===== src/rtl/fetch_pkg.sv =====
// Shared types and constants for the instruction fetch stage.
package fetch_pkg;

  localparam int unsigned XLEN   = 32;
  localparam int unsigned QDEPTH = 2;
  localparam int unsigned CNTW   = $clog2(QDEPTH + 1);

  localparam logic [XLEN-1:0] RESET_PC_DEFAULT = 32'h0100_0000;
  localparam logic [XLEN-1:0] INSN_NOP         = 32'h0000_0013;

  // IDLE: nothing in flight; WAIT: response pending; DROP: pending response is stale
  typedef enum logic [1:0] {
    ST_IDLE = 2'd0,
    ST_WAIT = 2'd1,
    ST_DROP = 2'd2
  } fetch_state_e;

  typedef struct packed {
    logic [XLEN-1:0] pc;
    logic [XLEN-1:0] insn;
  } fetch_entry_t;

  function automatic logic [XLEN-1:0] word_align(input logic [XLEN-1:0] addr);
    return {addr[XLEN-1:2], 2'b00};
  endfunction

endpackage


===== src/rtl/fetch_buffer.sv =====
// Two-entry FIFO of {pc, instruction} pairs between fetch and decode.
module fetch_buffer
  import fetch_pkg::*;
(
  input  logic            clock,
  input  logic            reset,
  input  logic            push,
  input  fetch_entry_t    push_entry,
  input  logic            pop,
  input  logic            flush,
  output logic [CNTW-1:0] count,
  output fetch_entry_t    head
);

  localparam fetch_entry_t RESET_ENTRY = '{pc: '0, insn: INSN_NOP};

  fetch_entry_t mem [0:QDEPTH-1];
  logic [0:0]   wr_ptr;
  logic [0:0]   rd_ptr;

  // Storage, pointers and occupancy; flush empties the queue without touching storage
  always_ff @(posedge clock or posedge reset) begin
    if (reset) begin
      mem[0] <= RESET_ENTRY;
      mem[1] <= RESET_ENTRY;
      wr_ptr <= '0;
      rd_ptr <= '0;
      count  <= '0;
    end else if (flush) begin
      wr_ptr <= '0;
      rd_ptr <= '0;
      count  <= '0;
    end else begin
      if (push) begin
        mem[wr_ptr] <= push_entry;
        wr_ptr      <= ~wr_ptr;
      end
      if (pop) begin
        rd_ptr <= ~rd_ptr;
      end
      case ({push, pop})
        2'b10:   count <= count + CNTW'(1);
        2'b01:   count <= count - CNTW'(1);
        default: count <= count;
      endcase
    end
  end

  assign head = mem[rd_ptr];

endmodule


===== src/rtl/fetch.sv =====
// RV32I fetch stage: PC sequencing, single-outstanding imem requests, redirect flush.
module fetch
  import fetch_pkg::*;
#(
  parameter logic [XLEN-1:0] RESET_PC = RESET_PC_DEFAULT
) (
  input  logic        clock,
  input  logic        reset,
  output logic        imem_req_valid,
  input  logic        imem_req_ready,
  output logic [31:0] imem_addr,
  input  logic        imem_rsp_valid,
  input  logic [31:0] imem_rsp_data,
  input  logic        redirect_valid,
  input  logic [31:0] redirect_pc,
  output logic        f_valid,
  input  logic        f_ready,
  output logic [31:0] f_pc,
  output logic [31:0] f_instruction
);

  fetch_state_e    state;
  fetch_state_e    state_next;
  logic [XLEN-1:0] pc;
  logic [XLEN-1:0] pc_next;
  logic [XLEN-1:0] req_pc;
  logic            req_fire;
  logic            push;
  logic            pop;
  logic            flush;
  logic [CNTW-1:0] count;
  fetch_entry_t    push_entry;
  fetch_entry_t    head;

  // Request tracking state register
  always_ff @(posedge clock or posedge reset) begin
    if (reset) begin
      state <= ST_IDLE;
    end else begin
      state <= state_next;
    end
  end

  // Request issue (credit rule), response accept/drop, redirect and next PC
  always_comb begin
    state_next     = state;
    imem_req_valid = 1'b0;
    req_fire       = 1'b0;
    push           = 1'b0;
    pop            = 1'b0;
    flush          = 1'b0;
    pc_next        = pc;

    imem_req_valid = !reset && (state == ST_IDLE) && (count < CNTW'(QDEPTH)) && !redirect_valid;
    req_fire       = imem_req_valid && imem_req_ready;
    pop            = f_valid && f_ready;
    flush          = redirect_valid;
    push           = imem_rsp_valid && (state == ST_WAIT) && !redirect_valid;

    case (state)
      ST_IDLE: if (req_fire) state_next = ST_WAIT;
      ST_WAIT: begin
        if (imem_rsp_valid)      state_next = ST_IDLE;
        else if (redirect_valid) state_next = ST_DROP;
      end
      ST_DROP: if (imem_rsp_valid) state_next = ST_IDLE;
      default: state_next = ST_IDLE;
    endcase

    if (redirect_valid) begin
      pc_next = word_align(redirect_pc);
    end else if (req_fire) begin
      pc_next = pc + XLEN'(4);
    end
  end

  // PC and the PC of the request currently in flight
  always_ff @(posedge clock or posedge reset) begin
    if (reset) begin
      pc     <= RESET_PC;
      req_pc <= '0;
    end else begin
      pc <= pc_next;
      if (req_fire) begin
        req_pc <= pc;
      end
    end
  end

  assign push_entry = '{pc: req_pc, insn: imem_rsp_data};

  fetch_buffer u_buf (
    .clock      (clock),
    .reset      (reset),
    .push       (push),
    .push_entry (push_entry),
    .pop        (pop),
    .flush      (flush),
    .count      (count),
    .head       (head)
  );

  assign imem_addr     = pc;
  assign f_valid       = (count != '0);
  assign f_pc          = head.pc;
  assign f_instruction = head.insn;

endmodule

===== config.mk =====
export PLATFORM = sky130hd
export DESIGN_NAME = fetch
export DESIGN_NICKNAME = d
export VERILOG_FILES = /design/src/rtl/fetch_pkg.sv /design/src/rtl/fetch_buffer.sv /design/src/rtl/fetch.sv
export SDC_FILE = /design/constraint.sdc
export NUM_CORES = 1
export LEC_CHECK = 0
export ABC_AREA = 1
export CAP_MARGIN = 10
export CORE_UTILIZATION = 55
export CTS_BUF_LIST = sky130_fd_sc_hd__clkbuf_16
export DETAILED_ROUTE_END_ITERATION = 8
export DONT_BUFFER_PORTS = 1
export GPL_ROUTABILITY_DRIVEN = 1
export PLACE_DENSITY = 0.73
export RECOVER_POWER = 50
export REMOVE_ABC_BUFFERS = 1
export SYNTH_ARGS = -nofsm -noshare
export SYNTH_HDL_FRONTEND = slang
export SYNTH_SLANG_ARGS = --single-unit

===== constraint.sdc =====
create_clock -name clock -period 7.25 [get_ports clock]
set_input_delay 1.45 -clock clock [delete_from_list [all_inputs] [get_ports clock]]
set_output_delay 1.45 -clock clock [all_outputs]
set_load 0.1 [all_outputs]

==> flow_metrics.tcl <==
set metrics [dict create \
    status "complete, but fails checks" \
    violations "capacitance limit, slew limit" \
    rows 46 \
    drive_above_1_share_pct 9.248 \
    tightestPinTransition_ns 3.590 \
    synth.cell_area_mm2 0.009065 \
    antenna_left 0 \
    fin_nets 1215 \
    critPathBufInv 3 \
    clockPowerShare_pct 25.4 \
    synth_cells 1173 \
    cap_violations 3 \
    grt_pass1_vias 6238 \
    clk_path_buf_depth 2 \
    yosysTopAreaCellShare_pct 50.52 \
    avgSynthCellArea_um2 7.728 \
    final_core_utilization_pct 61.60 \
    holdBufCountCts 0 \
    vias 7032 \
    synth_cell_types 28 \
    n_fill_cell 1485 \
    synth.area.top_cells "dfrtp_1, nand2_1, inv_1, o21ai_0, nor2_1" \
    track_usage_pct 24.18 \
    critPathCaptureType "flip-flop" \
    setup_tns_ns 0 \
    p_seq_share_pct 38.9 \
    die_area_mm2 0.01700 \
    worst-path-max-fanout 80 \
    drt_iter0_drc 494 \
    hold_depth 2 \
    htreeDepth 4 \
    p_sw_share_pct 48.71 \
    yosys_warnings 0 \
    internal-power_mw 2.035 \
    grt_setup_unrepaired "no" \
    ys_ff_latch 190 \
    ff2ff_path_depth 5 \
    slowest_delay_ns 1.64 \
    gp_congestion 0.8572 \
    cp.depth 6 \
    wl_um 19980 \
    clock_latency_ns 0.43 \
    cp_top_family "buffers and inverters" \
    p_comb_share_pct 35.7 \
    synth_edf_count 0 \
    max_freq_mhz 206.0 \
    die_h_um 130.4 \
    ir_drop_v 0.0002155 \
    yosysSeqAreaShare_pct 52.55 \
    dpl.hpwl_um 13440 \
    area_growth_pct 8.723 \
    antenna_cells 0 \
    numCtsBuffers 17 \
    viasPerCell 5.122 \
    cts_resized 0 \
    hold_violations 0 \
    cts-root-buf "clkbuf_16" \
    drv_slew 212 \
    grt_overflow 0 \
    grt_max_degree 95 \
    p_switching_mw 1.932 \
    first_pass_iters 5 \
    die_w_um 130.4 \
    synthArstFlopShare_pct 100.0 \
    cts.sinks 190 \
    start_kind "input port" \
    power_leakage_nw 4.872 \
    dp_cells 1340 \
    crit_type "in2reg" \
    pwr_density_cell_mw_per_mm2 402.5 \
    finalCritPeriodShare_pct 66.97 \
    cts_setup_buffers 0 \
    synth_top_area_cell "dfrtp_1" \
    clkTransAtPathRegs_ns 0.07 \
    core_mm2 0.01600 \
    setup_viol 0 \
    hold_path.class "reg2reg" \
    grt_pass1_wl_um 31570 \
    drc 0 \
    path_cells "inv_8, nand4_1, clkbuf_1, inv_1, nand3_1, nand3_1" \
    start_util_pct 56.65 \
    cp.arrival_ns 5.16 \
    place.port_buffers 0 \
    antenna_found_initial 0 \
    cts_tree "yes" \
    cp_slowest_cell "clkbuf_1" \
    io_pins 168 \
    period_needed_ns 4.855 \
    dominantRegCellSynth "dfrtp_1" \
    slew_headroom_pct -139.3 \
    wl_per_cell_um 14.55 \
    clock_skew_ns 0.009323 \
    fin_cells 1373 \
    cp_common_cell "nand3_1" \
    required_ns 7.55 \
]
[logic make-up after synthesis]
group,count (synthesis),share of synthesized area [%]
AOI/OAI and AO/OA,234,13.22
xor gates and xnor gates,2,0.1933
adders and majority gates,1,0.1380
buffers and inverters,231,10.93
DFF,190,52.55
other,1,0.04137
and+or+nand+nor,514,22.93
[area by class of cell]
type | count | area, µm² | share of cell area, %
inverter | 173 | 656.9 | 6.665
clock buffer | 17 | 425.4 | 4.316
tap | 216 | 270.3 | 2.742
clock inverter | 15 | 207.7 | 2.107
multi-input combinational | 755 | 3491 | 35.42
timing repair buffer | 7 | 37.54 | 0.3809
sequential | 190 | 4767 | 48.37
[synthesized netlist by cell type (all sizes together) (2+ instances only)]
cell type,count
nand2,340
dfrtp,183
inv,173
nand3,60
xnor2,2
buf,39
a21oi,61
nand4,3
o211ai,3
clkbuf,19
dfstp,7
nand3b,3
o21ai,168
nor2,106
[power groups by stage]
stage,clock network [mW],registers [mW],logic (mW)
2_1_floorplan,0,1.53,1.27
3_3_place_gp,0,1.56,1.41
3_5_place_dp,0,1.56,1.43
4_1_cts,1.02,1.54,1.43
5_1_grt,1.06,1.57,1.50
6_report,1.01,1.54,1.42
[metrics by stage]
step	area, µm²	worst slack (ns)	hold slack, ns	power (mW)
4_1_cts	9915	2.981	0.4769	3.999
6_report	9856	2.395	0.4720	3.967
5_1_grt	9856	1.821	0.5026	4.130
3_3_place_gp	9281	3.157	0.4563	2.967
3_5_place_dp	9281	3.154	0.4593	2.993
2_1_floorplan	8735	-2.030	0.4422	2.799
[worst register-to-register path, cell delays in order (launching register included)]
cell and delay [ns]:
dfrtp_1 0.38, inv_1 0.11, nand3_1 0.15, nor3_1 0.39, clkbuf_1 2.55, o21ai_0 0.41
[routing by layer]
metal | global-route usage [%] | share of wire, % | wire length [µm] | up-vias
met5 | 0 | 0 | 0 | -
met4 | 7.235 | 1.2 | 234 | 0
met3 | 7.370 | 7.0 | 1398 | 23
met2 | 38.33 | 46 | 9227 | 188
met1 | 32.12 | 46 | 9124 | 3229
li1 | - | - | - | 3592
[flip-flops by register name, indices dropped and copies added, names as in the netlist]
signal        flops
u_buf.mem       124
imem_addr        30
u_buf.wr_ptr      1
u_buf.count       2
state             2
req_pc           30
u_buf.rd_ptr      1
[worst paths after layout]
path / startpoint / end / slack [ns]
hold reg to reg: u_buf.mem[95] / u_buf.mem[95] / 0.47
hold / removal: u_buf.mem[95] / u_buf.mem[95] / 0.47
setup / recovery: reset / imem_addr[11] / 2.39
min in group asynchronous: reset / u_buf.mem[2] / 0.94
setup reg to reg: state[1] / u_buf.mem[30] / 2.98
max in group asynchronous: reset / u_buf.rd_ptr / 2.68
[cells in the final DEF (no fill, tap or decap), types with 3 or more instances in the layout]
| cell | count |
|---|---|
| nand2_1 | 338 |
| dfrtp_1 | 182 |
| inv_1 | 172 |
| nor2_1 | 103 |
| o21ai_0 | 103 |
| nand3_1 | 60 |
| a21oi_1 | 57 |
| o21ai_2 | 54 |
| clkbuf_16 | 17 |
| o21ai_1 | 11 |
| dfstp_2 | 7 |
| a21oi_2 | 4 |
| conb_1 | 4 |
| bufinv_16 | 4 |
| inv_6 | 4 |
| clkbuf_1 | 4 |
| o211ai_1 | 3 |
| nand3b_1 | 3 |
| nand4_1 | 3 |
| buf_4 | 3 |
Power figures use the tool's default switching activity.
